==> src/rtl/chip_pkg.sv <==
// Shared types and constants for the row feeder: FSM encoding, pixel width, window height.
package chip_pkg;

  localparam int unsigned PixW = 5;
  localparam int unsigned WinH = 5;

  typedef enum logic [1:0] {
    StIdle,
    StFill,
    StStream,
    StDone
  } state_e;

endpackage

==> src/rtl/row_buf.sv <==
// One image row of pixels, written and read at a single column per cycle.
// With ROW_FEEDER_PAD_EN defined, a clr input zeroes the whole row.
module row_buf
  import chip_pkg::*;
#(
  parameter int unsigned Depth = 16,
  localparam int unsigned AddrW = $clog2(Depth)
) (
  input  logic             clk,
`ifdef ROW_FEEDER_PAD_EN
  input  logic             clr,
`endif
  input  logic             we,
  input  logic [AddrW-1:0] addr,
  input  logic [PixW-1:0]  wdata,
  output logic [PixW-1:0]  rdata
);

  logic [PixW-1:0] mem [Depth];

`ifdef ROW_FEEDER_PAD_EN
  always_ff @(posedge clk) begin
    if (clr) begin
      for (int i = 0; i < int'(Depth); i++) mem[i] <= '0;
    end else if (we) begin
      mem[addr] <= wdata;
    end
  end
`else
  always_ff @(posedge clk) begin
    if (we) mem[addr] <= wdata;
  end
`endif

  // Read is combinational so the old column is shifted up in the same cycle it is rewritten.
  assign rdata = mem[addr];

endmodule

==> src/rtl/row_feeder.sv <==
// Row feeder: keeps the last four raster rows and emits 5-pixel vertical columns.
// Define ROW_FEEDER_PAD_EN to zero the rows on start and stream from row 0.
module row_feeder
  import chip_pkg::*;
#(
  parameter int IMG_W = 16,
  parameter int IMG_H = 16
) (
  input  logic            clk,
  input  logic            reset,
  input  logic            start,
  input  logic            pix_valid,
  input  logic [PixW-1:0] pix_in,
  output logic            pix_ready,
  output logic [PixW-1:0] pixel_out0,
  output logic [PixW-1:0] pixel_out1,
  output logic [PixW-1:0] pixel_out2,
  output logic [PixW-1:0] pixel_out3,
  output logic [PixW-1:0] pixel_out4,
  output logic            out_valid,
  output logic            load_end
);

  localparam int ColW = $clog2(IMG_W);
  localparam int RowW = $clog2(IMG_H);
  localparam logic [ColW-1:0] ColLast = ColW'(IMG_W - 1);
  localparam logic [RowW-1:0] RowLast = RowW'(IMG_H - 1);
  localparam logic [RowW-1:0] RowFillLast = RowW'(WinH - 2);
`ifdef ROW_FEEDER_PAD_EN
  localparam state_e StFirst = StStream;
`else
  localparam state_e StFirst = StFill;
`endif

  state_e state_q, state_d;
  logic [ColW-1:0] col_q, col_d;
  logic [RowW-1:0] row_q, row_d;
  logic accept, emit, col_last, row_last;
  logic [PixW-1:0] rd_data [WinH-1];
  logic [PixW-1:0] wr_data [WinH-1];

  assign pix_ready = (state_q == StFill) || (state_q == StStream);
  assign accept    = pix_valid && pix_ready;
  assign emit      = accept && (state_q == StStream);
  assign col_last  = (col_q == ColLast);
  assign row_last  = (row_q == RowLast);

`ifdef ROW_FEEDER_PAD_EN
  logic clr;
  assign clr = (state_q == StIdle) && start;
`endif

  // Each buffer takes the row below it; the newest row comes straight from pix_in.
  assign wr_data[0] = rd_data[1];
  assign wr_data[1] = rd_data[2];
  assign wr_data[2] = rd_data[3];
  assign wr_data[3] = pix_in;

  for (genvar i = 0; i < WinH - 1; i++) begin : g_buf
    row_buf #(
      .Depth (IMG_W)
    ) u_row_buf (
      .clk   (clk),
`ifdef ROW_FEEDER_PAD_EN
      .clr   (clr),
`endif
      .we    (accept),
      .addr  (col_q),
      .wdata (wr_data[i]),
      .rdata (rd_data[i])
    );
  end

  always_comb begin
    state_d = state_q;
    col_d   = col_q;
    row_d   = row_q;
    unique case (state_q)
      StIdle: begin
        if (start) begin
          state_d = StFirst;
          col_d   = '0;
          row_d   = '0;
        end
      end
      StFill:   if (accept && col_last && row_q == RowFillLast) state_d = StStream;
      StStream: if (accept && col_last && row_last) state_d = StDone;
      StDone:   state_d = StIdle;
      default:  state_d = StIdle;
    endcase
    if (accept) begin
      col_d = col_last ? '0 : col_q + 1'b1;
      if (col_last) row_d = row_q + 1'b1;
    end
  end

  always_ff @(posedge clk) begin
    if (reset) begin
      state_q    <= StIdle;
      col_q      <= '0;
      row_q      <= '0;
      out_valid  <= 1'b0;
      load_end   <= 1'b0;
      pixel_out0 <= '0;
      pixel_out1 <= '0;
      pixel_out2 <= '0;
      pixel_out3 <= '0;
      pixel_out4 <= '0;
    end else begin
      state_q   <= state_d;
      col_q     <= col_d;
      row_q     <= row_d;
      out_valid <= emit;
      load_end  <= emit && col_last && row_last;
      if (emit) begin
        pixel_out0 <= rd_data[0];
        pixel_out1 <= rd_data[1];
        pixel_out2 <= rd_data[2];
        pixel_out3 <= rd_data[3];
        pixel_out4 <= pix_in;
      end
    end
  end

endmodule
==> config.mk <==
export PLATFORM = sky130hd
export DESIGN_NAME = row_feeder
export DESIGN_NICKNAME = d
export VERILOG_FILES = /design/src/rtl/chip_pkg.sv /design/src/rtl/row_buf.sv /design/src/rtl/row_feeder.sv
export SDC_FILE = /design/constraint.sdc
export NUM_CORES = 1
export LEC_CHECK = 0
export ABC_AREA = 1
export BUFFER_PORTS_ARGS = -buffer_cell sky130_fd_sc_hd__clkbuf_2
export CAP_MARGIN = 30
export CORE_ASPECT_RATIO = 1.4
export CORE_MARGIN = 10
export CORE_UTILIZATION = 46
export CTS_CLUSTER_DIAMETER = 100
export DETAILED_ROUTE_END_ITERATION = 7
export RECOVER_POWER = 50
export SYNTH_ARGS = -nofsm -noshare
export SYNTH_HDL_FRONTEND = slang
export SYNTH_SLANG_ARGS = --single-unit
==> constraint.sdc <==
create_clock -name clk -period 2.64 [get_ports clk]
set_clock_uncertainty 0.05 [all_clocks]
set_input_delay 0.396 -clock clk [delete_from_list [all_inputs] [get_ports clk]]
set_output_delay 0.396 -clock clk [all_outputs]
set_load 0.01 [all_outputs]
# Word-level counts from Yosys, hierarchy flattened

Memory sizes are Yosys's and may differ from the RTL's. A register that Yosys moved wholly into a read port is not among the register bits.
Cells that the tools add are included.

Bits in registers: 32
Bits in writable memories: 320
Input port bits: 9
Output and inout bits: 28
Word-level logic and storage cells: 57
Memories kept: 4

Memory list:

| name                   | words | width | rd ports | clocked after Yosys merged registers in | wr ports | RTL line      | source |
|---|---|---|---|---|---|---|---|
| g_buf[0].u_row_buf.mem | 16    | 5     | 1        | 1                                       | 1        | row_buf.sv:19 | `logic [PixW-1:0] mem [Depth];` |
| g_buf[1].u_row_buf.mem | 16    | 5     | 1        | 1                                       | 1        | row_buf.sv:19 |  |
| g_buf[2].u_row_buf.mem | 16    | 5     | 1        | 1                                       | 1        | row_buf.sv:19 |  |
| g_buf[3].u_row_buf.mem | 16    | 5     | 1        | 1                                       | 1        | row_buf.sv:19 |  |

Add/subtract/negate cells: 2
Equality and inequality tests: 9
Mux-type cells: 20
Reduce and logical (&&, ||, !) cells: 13

Operators with widths:

| operator                                              | count |
|---|---|
| two-way mux 4 bit                                     | 14 |
| adder 4 x 1 -> 4 bit, second input constant           | 2 |
| == test 4 bit, second input constant                  | 2 |
| one-hot mux 2 bit (4 select lines)                    | 1 |
| logical AND 1 bit                                     | 7 |
| two-way mux 2 bit                                     | 3 |
| == test 2 bit, second input constant                  | 2 |
| == test 4 x 2 -> 1 bit, second input constant         | 1 |
| inequality test 2 x 1 -> 1 bit, second input constant | 2 |
| nonzero test 2 bit                                    | 2 |
| AND reduction 3 bit                                   | 1 |
| == test 2 x 1 -> 1 bit, second input constant         | 1 |
| zero test 2 bit                                       | 1 |
| two-way mux 1 bit                                     | 2 |
| inequality test 2 bit, second input constant          | 1 |
| AND reduction 2 bit                                   | 1 |
| logical OR 1 bit                                      | 1 |

# Longest topological paths before layout

Gate-level depths: netlist of the first run.

Depth in word-level cells: 7
Gate-level depth with buffers: 11

# Hierarchy

Synthesis of the first run repeated with hierarchy kept, for this count alone.

Cells, all modules: 1593
Area, all modules: 15611.2 um2

Modules (own cells, without submodules):

| module     | instances | cells an instance | area an instance (um2) | sequential area each (um2) |
|---|---|---|---|---|
| row_buf    | 4         | 349               | 3527.1                 | 2402.3 |
| row_feeder | 1         | 197               | 1502.7                 | 740.7 |

# Worst setup path after synthesis of the first run

OpenSTA, ideal clock, no wires.

Kind: register -> register
Start point: register state_q[0]
End point: memory g_buf[0].u_row_buf.mem[11][0] (enable)
Setup time: 0.397 ns
Arrival: 2.010 ns
Required time: 2.193 ns
Path slack: 0.183 ns
Cell stages (with the launch flop): 7
Path buffers: 0
Period minus slack after synthesis: 2.457 ns
Cells stage by stage: dfxtp_1 inv_1 ha_1 nand2_1 inv_1 nand2_1 nor2_1

Word-level cells in the longest chain between the ends: 5

Ends and longest elaborated chain:

| what                                                           | RTL line          | source |
|---|---|---|
| start, declared                                                | row_feeder.sv:35  | `state_e state_q, state_d;` |
| start signal, assigned                                         | row_feeder.sv:99  | `state_q <= StIdle;` |
| start signal, assigned                                         | row_feeder.sv:110 | `state_q <= state_d;` |
| == test 2 x 1 -> 1 bit / == test 2 bit (equally long branches) | row_feeder.sv:42  | `assign pix_ready = (state_q == StFill) \|\| (state_q == StStream);` |
| logical OR 1 bit *                                             | row_feeder.sv:42  |  |
| net pix_ready                                                  | row_feeder.sv:14  | `output logic pix_ready,` |
| logical AND 1 bit *                                            | row_feeder.sv:43  | `assign accept = pix_valid && pix_ready;` |
| two-way mux 1 bit *                                            | row_buf.sv:31     | `if (we) mem[addr] <= wdata;` |
| two-way mux 1 bit (implied by the code) *                      | row_buf.sv:31     |  |
| end, declared                                                  | row_buf.sv:19     |  |

The timed path passes the listed nets; every way through them passes the cells marked *.

==> reports/qor.json, run 1 <==
{
  "clock_tree": {
    "clkSlewWorstSetupHoldPaths_ns": 0.06,
    "cts.sink_count": 361,
    "cts-root-to-sink-buffers": 3,
    "clk-insertion-delay-late_ns": 0.52,
    "postCtsHoldBufs": 0,
    "cts_tree": "yes",
    "cts_post_setup_buffers_inserted": 0,
    "cts_repair_resize_count": 0,
    "cts_made_buffers": 36,
    "h_tree_lvl_count": 2,
    "clk_root_buffer_cell": "sky130_fd_sc_hd__clkbuf_16"
  },
  "critical_path": {
    "crit_path_max_fanout": 92,
    "cp_launch_type": "register",
    "timing.critical_path.required_ns": 2.87,
    "nature_of_the_critical_path_endpoint": "register",
    "worstPathArrival_ns": 2.63,
    "setup.worst_path.class": "register to register"
  },
  "detailed_routing": {
    "first_pass_iters": 5,
    "drt-initial-drc-count": 679,
    "ant_nets": 0,
    "route.final.wire_length_um": 36460,
    "detail_route.vias_per_cell": 5.049,
    "route.vias.total": 9987,
    "routed_wire_length_per_instance_um": 18.43,
    "drc_errors": 0
  },
  "synthesis": {
    "synthDominantCellAreaShare": 0.6414,
    "yosys-top-cells-area": "sky130_fd_sc_hd__edfxtp_1 64%, sky130_fd_sc_hd__nand2_1 12%, sky130_fd_sc_hd__nand3_1 6.3%",
    "postSynthRegisterBits": 361,
    "synthesis.yosys.warnings": 0,
    "synth_area_per_cell_um2": 10.34,
    "synth_top_cell_by_area": "sky130_fd_sc_hd__edfxtp_1",
    "post_syn_nets": 1466,
    "synthCells": 1449,
    "synth_seq_area_share": 0.6962,
    "synth.lib_cells_used.distinct": 21,
    "synth_area_um2": 14980
  },
  "placed_design": {
    "place.gp.congestion": 0.8795,
    "detailed_place_hpwl_um": 23510,
    "detailedPlace.worstSlack_ns": 0.2858,
    "dpl.cell_count": 1914,
    "count_of_buffers_from_port_buffering": 36
  },
  "global_routing": {
    "initial_antenna_violation_count": 0,
    "global_route.overflow_total": 0,
    "grt_first_pass_wirelength_um": 56190,
    "grt_max_degree": 93,
    "grt_pass1_vias": 9844,
    "track_usage": 0.1783
  },
  "floorplan": {
    "core_rows": 78,
    "coreArea_um2": 32300,
    "dieWidth_um": 172.5,
    "floorplan.io_pins": 37,
    "die_area_um2": 40290,
    "initial_cell_density_of_the_core": 0.4637,
    "die_outline_height_um": 233.5
  },
  "outcome": {
    "run_status": "finished clean"
  },
  "finish": {
    "finalCoreUtilization": 0.5294,
    "layout.cells.non_filler": 1978,
    "layout.area.seq_um2": 10430,
    "multi_input_comb_area_um2": 3662,
    "layout-drive-gt1-share": 0.07932,
    "num_antenna_cells": 0,
    "fill_cells": 2856,
    "finish.net_count": 1529,
    "area_delta_synth_final_pct": 14.16
  },
  "pwr": {
    "internal_power_mw": 11.13,
    "switchingPower_mw": 4.737,
    "sequentialPowerShare": 0.450,
    "power-per-cell-area_nw_per_um2": 927.6,
    "portion_of_total_power_attributed_to_the_clock_network": 0.328,
    "netSwitchingFraction": 0.2986,
    "leakage_nw": 6.873,
    "share_comb_of_total_power": 0.222,
    "peakVddDrop_uv": 706.1
  },
  "timing": {
    "worst_hold_slack_ns": 0.2092,
    "slew_headroom": 0.2579,
    "final.setup.tns_ns": 0,
    "finalHoldViolations": 0,
    "post-route-period-util": 0.9113,
    "fin_crit_ns": 2.406,
    "achievable-frequency_ghz": 0.4157,
    "fin_max_slew_vios": 0,
    "rsz0062_at_grt": "no",
    "timing.final.setup_violations": 0,
    "layout_setup_ws_ns": 0.2342,
    "timing_worst_slew_pin_value_ns": 1.113
  },
  "worst_hold_path": {
    "hold_path.class": "input pin to register"
  },
  "flow_run": {
    "maxCapViolations": 0
  }
}
-- layout make-up --
class | count | share of cell area
timing repair buffer | 93 | 0.03826
clock inverter | 16 | 0.01193
multi-input combinational | 860 | 0.2141
sequential | 361 | 0.6100
clock buffer | 48 | 0.05831
tap | 440 | 0.03219
inverter | 160 | 0.03519
-- synthesized netlist by cell type, drive strengths merged --
master	count
xnor2	1
nand3	190
edfxtp	320
a21oi	10
inv	159
o21ai	49
nor2	124
clkbuf	19
nor3b	1
nand2	474
dfxtp	41
a211oi	1
ha	8
clkinv	1
xor2	1
nor4	1
buf	49
-- state kept, by name, indices dropped and copies added, names as in the netlist, named ones only --
| signal | count |
|---|---|
| g_buf.u_row_buf.mem | 320 |
| pixel_out0 | 5 |
| pixel_out1 | 5 |
| pixel_out2 | 5 |
| pixel_out3 | 5 |
| pixel_out4 | 5 |
| col_q | 4 |
| row_q | 4 |
| state_q | 2 |
| load_end | 1 |
| out_valid | 1 |
-- power by group through the flow --
stage	registers (mW)	clock network [mW]	logic (mW)
global route	7.15	5.54	3.94
detailed placement	7.25	0	3.63
floorplan	7.27	0	2.12
finish	7.13	5.20	3.53
CTS	7.13	5.30	3.65
global placement	7.25	0	3.61
-- critical path: stages (launching register included) --
cell                       delay (ns)
sky130_fd_sc_hd__dfxtp_1         0.39
sky130_fd_sc_hd__buf_12          0.37
sky130_fd_sc_hd__buf_4           0.39
sky130_fd_sc_hd__nand2_1         0.12
sky130_fd_sc_hd__nand2_1         0.09
sky130_fd_sc_hd__nand2_1         0.05
sky130_fd_sc_hd__nand3_1         0.09
sky130_fd_sc_hd__nand3_1         0.12
sky130_fd_sc_hd__nand2_1         0.08
sky130_fd_sc_hd__clkbuf_2        0.35
-- through the flow --
stage	area (um^2)	power, mW
6_report	17100	15.86
5_1_grt	17100	16.64
4_1_cts	17210	16.08
3_5_place_dp	16010	10.89
3_3_place_gp	16010	10.86
2_1_floorplan	14980	9.389
-- routing by layer --
metal,routed length (um),track usage,vias to the layer above
li1,-,-,4870
met1,14480,0.2030,4821
met2,19450,0.3320,233
met3,1438,0.02634,63
met4,1097,0.06592,0
met5,0,0,-
-- final timing paths --
kind,from,end,slack [ns],cells past startpoint
max reg2reg,register,g_buf[2].u_row_buf.mem[14][3]$_DFFE_PP_,0.23,9
max,register,g_buf[2].u_row_buf.mem[14][3]$_DFFE_PP_,0.23,9
min reg2reg,pixel_out4[0]$_SDFFE_PP0N_,pixel_out4[0]$_SDFFE_PP0N_,0.43,2
min,start,row_q[0]$_SDFF_PP0_,0.21,4
-- logic make-up after synthesis --
group | after synthesis | share of synthesized area
DFF | 361 | 0.6962
buffers and inverters | 228 | 0.06097
xor gates and xnor gates | 2 | 0.001170
and+or+nand+nor | 790 | 0.2147
adders and majority gates | 8 | 0.006682
AOI/OAI and AO/OA | 60 | 0.02021
-- layout by cell type (no fill, tap or decap), drive strengths merged --
cell	Yosys	final
a211oi	1	1
nor3b	1	1
xnor2	1	1
xor2	1	1
dfxtp	41	41
buf	49	44
nor2	124	124
clkinv	1	12
nor4	1	1
clkbuf	19	97
a21oi	10	10
inv	159	159
nand2	474	474
edfxtp	320	320
ha	8	8
nand3	190	190
bufinv	0	5
o21ai	49	49
Note: power is estimated with default switching activity, not from simulation.
==> run 2: changes to the inputs <==
- SYNTH_HIERARCHICAL: unset -> 1
==> reports/qor.json, run 2 <==
{
  "clock_tree": {
    "clkSlewWorstSetupHoldPaths_ns": 0.06,
    "cts_post_setup_buffers_inserted": 0,
    "cts_made_buffers": 36,
    "cts.sink_count": 357,
    "postCtsHoldBufs": 0,
    "h_tree_lvl_count": 2,
    "clk-insertion-delay-late_ns": 0.54,
    "cts_tree": "yes",
    "cts-root-to-sink-buffers": 3,
    "cts_repair_resize_count": 0,
    "clk_root_buffer_cell": "sky130_fd_sc_hd__clkbuf_16"
  },
  "critical_path": {
    "worstPathArrival_ns": 2.52,
    "timing.critical_path.max_delay_family": "simple AND/OR/NAND/NOR gates",
    "nature_of_the_critical_path_endpoint": "register",
    "cp_launch_type": "register",
    "crit_buf_inv": 3,
    "crit_path_max_fanout": 8,
    "cp_slowest_cell": "sky130_fd_sc_hd__nor2_1",
    "setup.worst_path.class": "register to register",
    "timing.critical_path.required_ns": 2.76,
    "timing.critical_path.cells": "inv_1 > ha_1 > nand2_1 > inv_1 > buf_12 > nand3_1 > nor2_1",
    "critical-path-top-cell-by-count": "sky130_fd_sc_hd__inv_1",
    "critical_path.max_stage_delay_ns": 0.51
  },
  "pwr": {
    "share_comb_of_total_power": 0.243,
    "power-per-cell-area_nw_per_um2": 944.5,
    "internal_power_mw": 11.20,
    "netSwitchingFraction": 0.3168,
    "leakage_nw": 7.166,
    "sequentialPowerShare": 0.440,
    "switchingPower_mw": 5.194,
    "portion_of_total_power_attributed_to_the_clock_network": 0.317,
    "peakVddDrop_uv": 551.3
  },
  "worst_hold_path": {
    "hold_path.class": "input pin to register"
  },
  "synthesis": {
    "synthesized_area_fraction_occupied_by_and_or_nand_nor_cells": 0.2631,
    "postSynthRegisterBits": 357,
    "post_synth_most_frequent_cells": "852 x sky130_fd_sc_hd__nand2_1, 320 x sky130_fd_sc_hd__edfxtp_1, 125 x sky130_fd_sc_hd__nor2_1",
    "synth_top_cell_by_area": "sky130_fd_sc_hd__edfxtp_1",
    "synth_fa_ha_area_frac": 0.004007,
    "synthDominantCellAreaShare": 0.6155,
    "post_syn_nets": 1607,
    "synth_edf_count": 320,
    "synth_area_um2": 15610,
    "synthesis.yosys.warnings": 6,
    "synth.lib_cells_used.distinct": 28,
    "synthXorXnorAreaFrac": 0.001122,
    "synth_top_family_by_area": "simple AND/OR/NAND/NOR gates",
    "synthArstFlopShare": 0,
    "synth_compound_area_frac": 0.01298,
    "synthCells": 1593,
    "fraction_of_synthesized_area_in_multiplexers": 0,
    "synth.most_common_cell": "sky130_fd_sc_hd__nand2_1",
    "synth_top_flop_cell": "sky130_fd_sc_hd__edfxtp_1",
    "yosys-top-cells-area": "sky130_fd_sc_hd__edfxtp_1 62%, sky130_fd_sc_hd__nand2_1 20%, sky130_fd_sc_hd__dfxtp_1 4.7%",
    "synth_area_per_cell_um2": 9.800,
    "synth_seq_area_share": 0.6630
  },
  "timing": {
    "timing.final.setup_violations": 0,
    "fin_crit_ns": 2.402,
    "fin_max_slew_vios": 0,
    "finalHoldViolations": 0,
    "post-route-period-util": 0.9097,
    "layout_setup_ws_ns": 0.2384,
    "rsz0062_at_grt": "no",
    "slew_headroom": 0.3138,
    "final.setup.tns_ns": 0,
    "timing_worst_slew_pin_value_ns": 1.028,
    "achievable-frequency_ghz": 0.4164
  },
  "global_routing": {
    "grt_max_degree": 48,
    "grt_pass1_vias": 10400,
    "track_usage": 0.1629,
    "grt-busiest-layer": "met2",
    "met1_usage": 0.1926,
    "global_route.overflow_total": 0,
    "grt_first_pass_wirelength_um": 54560,
    "gr-usage-met3": 0.02513,
    "use_met2": 0.2890,
    "initial_antenna_violation_count": 0
  },
  "floorplan": {
    "die_outline_height_um": 238.0,
    "initial_cell_density_of_the_core": 0.4673,
    "floorplan.io_pins": 37,
    "dieWidth_um": 175.7,
    "die_area_um2": 41810,
    "coreArea_um2": 33410,
    "core_rows": 79
  },
  "finish": {
    "area_delta_synth_final_pct": 11.20,
    "most-common-layout-cells": "853 x sky130_fd_sc_hd__nand2_1, 320 x sky130_fd_sc_hd__edfxtp_1, 127 x sky130_fd_sc_hd__nor2_1",
    "largest_reg_flops": 320,
    "layout-drive-gt1-share": 0.09306,
    "fill_cells": 3121,
    "finish.net_count": 1674,
    "num_antenna_cells": 0,
    "most_frequent_standard_cell_in_the_layout_excluding_fill_and_tap_cells": "sky130_fd_sc_hd__nand2_1",
    "top_register": "g_buf.u_row_buf/mem"
  },
  "placed_design": {
    "count_of_buffers_from_port_buffering": 36,
    "detailed_place_hpwl_um": 22510,
    "place.gp.congestion": 0.8234,
    "detailedPlace.worstSlack_ns": 0.2384
  },
  "outcome": {
    "run_status": "finished clean"
  },
  "detailed_routing": {
    "route.final.wire_length_um": 34210,
    "route.vias.total": 10440,
    "detail_route.vias_per_cell": 4.895,
    "ant_nets": 0,
    "routed_wire_length_per_instance_um": 16.04,
    "first_pass_iters": 6,
    "drt-initial-drc-count": 687,
    "drc_errors": 0
  },
  "flow_run": {
    "maxCapViolations": 0
  }
}
run 2: cell types whose count changed in the layout (fill, tap and decap cells not counted), moves of 5 or more:
cell / change
sky130_fd_sc_hd__buf_12: -5
sky130_fd_sc_hd__nand3_1: -170
sky130_fd_sc_hd__nor2_1: +14
sky130_fd_sc_hd__nand2_2: +42
sky130_fd_sc_hd__buf_4: -8
sky130_fd_sc_hd__nand2_1: +379
sky130_fd_sc_hd__nor2_2: -6
sky130_fd_sc_hd__o21ai_0: -21
sky130_fd_sc_hd__inv_1: -85
sky130_fd_sc_hd__dfxtp_1: -5
run 2: final timing paths:
check	start	end	slack, ns	depth (start not counted)
worst min-delay path	reset	row_q[1]$_SDFF_PP0_	0.12	2
worst max register to register	state_q[0]$_SDFFE_PP0P_	g_buf[2].u_row_buf/mem[2][0]$_DFFE_PP_	0.24	7
worst min register to register	row_q[1]$_SDFF_PP0_	row_q[1]$_SDFF_PP0_	0.43	2
worst max-delay path	state_q[0]$_SDFFE_PP0P_	g_buf[2].u_row_buf/mem[2][0]$_DFFE_PP_	0.24	7
run 2: metal layers:
metal,routed length (um),share of wire,vias up
li1,-,-,5216
met1,13950,0.41,4916
met2,17670,0.52,223
met3,1419,0.041,81
met4,1170,0.034,0
met5,0,0,-
run 2: kinds of logic (layout without fill, tap and decap cells):
family / count (synthesis) / after routing
adder cells (fa/ha/maj): 5 / 5
flip-flops: 357 / 357
AO/OA/AOI/OAI: 40 / 40
buffers and inverters: 141 / 235
XOR/XNOR: 2 / 2
AND/OR/NAND/NOR: 1048 / 1048
run 2: stage by stage:
stage	total power [mW]	utilization	cells	cell area [um^2]	hold WS (ns)
3_3_place_gp	11.45	0.4876	2067	16290	0.4130
4_1_cts	16.70	0.5240	2132	17510	0.09274
6_report	16.40	0.5196	2132	17360	0.1153
2_1_floorplan	10.16	-	1593	15610	0.4029
3_5_place_dp	11.48	0.4876	2067	16290	0.4233
5_1_grt	17.29	0.5196	2132	17360	0.1114
run 2: cell type report:
class | count | area [um^2] | area share
Inverter | 81 | 334.1 | 0.01924
Clock inverter | 19 | 203.9 | 0.01175
Timing Repair Buffer | 89 | 531.8 | 0.03063
Tap cell | 445 | 556.8 | 0.03207
Clock buffer | 46 | 1011 | 0.05823
Multi-Input combinational cell | 1095 | 4365 | 0.2515
Sequential cell | 357 | 10360 | 0.5966
run 2: power by group through the flow:
stage               clock network [mW]  logic (mW)  registers, mW
finish                            5.21        3.98           7.21
global route                      5.52        4.53           7.24
CTS                               5.32        4.17           7.21
detailed placement                   0        4.15           7.33
global placement                     0        4.13           7.32
floorplan                            0        2.87           7.29
==> run 3: changes to the inputs <==
- CORE_MARGIN: 10 -> 2
- CORE_UTILIZATION: 46 -> 45
==> reports/qor.json, run 3 (synthesized netlist as in run 2, its figures left out) <==
{
  "outcome": {
    "run_status": "finished clean"
  },
  "detailed_routing": {
    "drt-initial-drc-count": 707,
    "first_pass_iters": 7,
    "route.vias.total": 10320,
    "ant_nets": 0,
    "detail_route.vias_per_cell": 4.859,
    "route.final.wire_length_um": 34590,
    "routed_wire_length_per_instance_um": 16.29,
    "drc_errors": 0
  },
  "critical_path": {
    "timing.critical_path.required_ns": 2.87,
    "cp_slowest_cell": "sky130_fd_sc_hd__dfxtp_1",
    "worst_r2r_path_depth": 7,
    "worstPathArrival_ns": 2.60,
    "timing.rr.start": "col_q[2]$_SDFFE_PP0P_",
    "timing.critical_path.cells": "nand2_1 > inv_1 > nand2_1 > nand2_1 > inv_1 > nand2_1 > clkbuf_1",
    "crit-reg2reg-capture": "g_buf[0].u_row_buf/mem[15][1]$_DFFE_PP_",
    "minimum_setup_slack_among_reg_to_reg_paths_ns": 0.26,
    "critical_path.max_stage_delay_ns": 0.69,
    "setup.worst_path.class": "register to register",
    "nature_of_the_critical_path_endpoint": "register",
    "critical-path-top-cell-by-count": "sky130_fd_sc_hd__nand2_1",
    "crit_path_max_fanout": 13,
    "cp_launch_type": "register"
  },
  "finish": {
    "largest_reg_flops": 320,
    "most_frequent_standard_cell_in_the_layout_excluding_fill_and_tap_cells": "sky130_fd_sc_hd__nand2_1",
    "most-common-layout-cells": "853 x sky130_fd_sc_hd__nand2_1, 320 x sky130_fd_sc_hd__edfxtp_1, 126 x sky130_fd_sc_hd__nor2_1",
    "finish.net_count": 1659,
    "area_delta_synth_final_pct": 10.03,
    "num_antenna_cells": 0,
    "top_register": "g_buf.u_row_buf/mem",
    "post-route-cell-area_um2": 17180,
    "layout-drive-gt1-share": 0.08672,
    "layout.cells.non_filler": 2123
  },
  "floorplan": {
    "core_rows": 80,
    "dieWidth_um": 161.4,
    "die_outline_height_um": 224.4,
    "floorplan.io_pins": 37,
    "coreArea_um2": 34130,
    "initial_cell_density_of_the_core": 0.4574,
    "die_area_um2": 36220
  },
  "pwr": {
    "leakage_nw": 7.058,
    "sequentialPowerShare": 0.450,
    "power-per-cell-area_nw_per_um2": 933.7,
    "internal_power_mw": 10.86,
    "netSwitchingFraction": 0.3229,
    "portion_of_total_power_attributed_to_the_clock_network": 0.300,
    "switchingPower_mw": 5.179,
    "peakVddDrop_uv": 519.4,
    "share_comb_of_total_power": 0.250
  },
  "clock_tree": {
    "clk-insertion-delay-late_ns": 0.53,
    "cts-root-to-sink-buffers": 3,
    "clk_root_buffer_cell": "sky130_fd_sc_hd__clkbuf_16",
    "cts.sink_count": 357,
    "cts_tree": "yes",
    "clkSlewWorstSetupHoldPaths_ns": 0.06,
    "cts_repair_resize_count": 0,
    "postCtsHoldBufs": 0,
    "h_tree_lvl_count": 2,
    "cts_made_buffers": 35,
    "cts_post_setup_buffers_inserted": 0
  },
  "worst_hold_path": {
    "worst_hold_path.num_cells": 2,
    "min_delay_src": "reset",
    "holdPathEnd": "col_q[1]$_SDFFE_PP0P_",
    "hold_path.class": "input pin to register"
  },
  "timing": {
    "timing_worst_slew_pin_value_ns": 1.035,
    "slew_headroom": 0.3092,
    "timing.final.setup_violations": 0,
    "achievable-frequency_ghz": 0.4209,
    "final.setup.tns_ns": 0,
    "post-route-period-util": 0.8999,
    "fin_max_slew_vios": 0,
    "fin_crit_ns": 2.376,
    "finalHoldViolations": 0,
    "rsz0062_at_grt": "no",
    "layout_setup_ws_ns": 0.2643
  },
  "placed_design": {
    "detailedPlace.worstSlack_ns": 0.2858,
    "detailed_place_hpwl_um": 22910,
    "count_of_buffers_from_port_buffering": 36,
    "dpl.cell_count": 2059,
    "place.gp.congestion": 0.8590,
    "postPlaceCellArea_um2": 16190
  },
  "global_routing": {
    "initial_antenna_violation_count": 0,
    "track_usage": 0.1954,
    "grt_pass1_vias": 10440,
    "grt_max_degree": 49,
    "global_route.overflow_total": 0,
    "grt_first_pass_wirelength_um": 55120
  },
  "flow_run": {
    "maxCapViolations": 0
  }
}
==> run 3: cell count changes in the layout (fill, tap and decap cells not counted), sizes merged <==
cell	before	now
bufinv	4	2
inv	81	82
clkbuf	104	98
clkinv	13	12
buf	31	24
==> run 3: worst max-delay path by stage <==
stage,start,end,slack [ns]
final,col_q[2]$_SDFFE_PP0P_,g_buf[0].u_row_buf/mem[15][1]$_DFFE_PP_,0.26
after global routing,col_q[0]$_SDFFE_PP0P_,state_q[1]$_SDFFE_PP0P_,0.11
after CTS,state_q[1]$_SDFFE_PP0P_,g_buf[2].u_row_buf/mem[3][4]$_DFFE_PP_,0.27
after detailed placement,state_q[1]$_SDFFE_PP0P_,g_buf[2].u_row_buf/mem[3][1]$_DFFE_PP_,0.29
after global placement,state_q[0]$_SDFFE_PP0P_,g_buf[2].u_row_buf/mem[6][0]$_DFFE_PP_,0.38
after floorplan,state_q[0]$_SDFFE_PP0P_,g_buf[0].u_row_buf/mem[3][0]$_DFFE_PP_,0.57
==> run 3: area by class of cell <==
| class | count | area [um^2] |
|---|---|---|
| clock buffer | 47 | 952.2 |
| clock inverter | 17 | 153.9 |
| fill | 3183 | 16960 |
| inverter | 81 | 334.1 |
| multi-input combinational | 1095 | 4363 |
| sequential | 357 | 10360 |
| tap | 451 | 564.3 |
| timing repair buffer | 75 | 451.7 |
==> run 3: critical path: cells and delay by family, from the launching register on <==
kind	cells	cell delay, ns
flops	1	0.69
simple gates	4	0.70
buf+inv	3	0.67
==> run 3: power by group through the flow <==
stage                     logic [mW]  registers (mW)  clock network, mW
final                           4.01            7.22               4.81
after global routing            4.56            7.25               5.11
after CTS                       4.20            7.21               4.93
after detailed placement        4.18            7.33                  0
after global placement          4.15            7.33                  0
after floorplan                 2.87            7.29                  0
==> run 3: metal layers <==
layer,part of all wire,GRT usage,up-vias,routed length (um)
li1,-,-,5184,-
met1,0.42,0.2366,4896,14420
met2,0.52,0.3559,176,18100
met3,0.032,0.02674,60,1094
met4,0.028,0.06826,0,971
met5,0,0,-,0
==> run 3: per-stage QoR <==
step                      power (mW)    util  hold WS, ns
final                          16.04  0.5032       0.1185
after global routing           16.93  0.5032       0.1048
after CTS                      16.34  0.5069      0.09012
after detailed placement       11.51  0.4745       0.4240
after global placement         11.47  0.4745       0.4180
after floorplan                10.16       -       0.4029
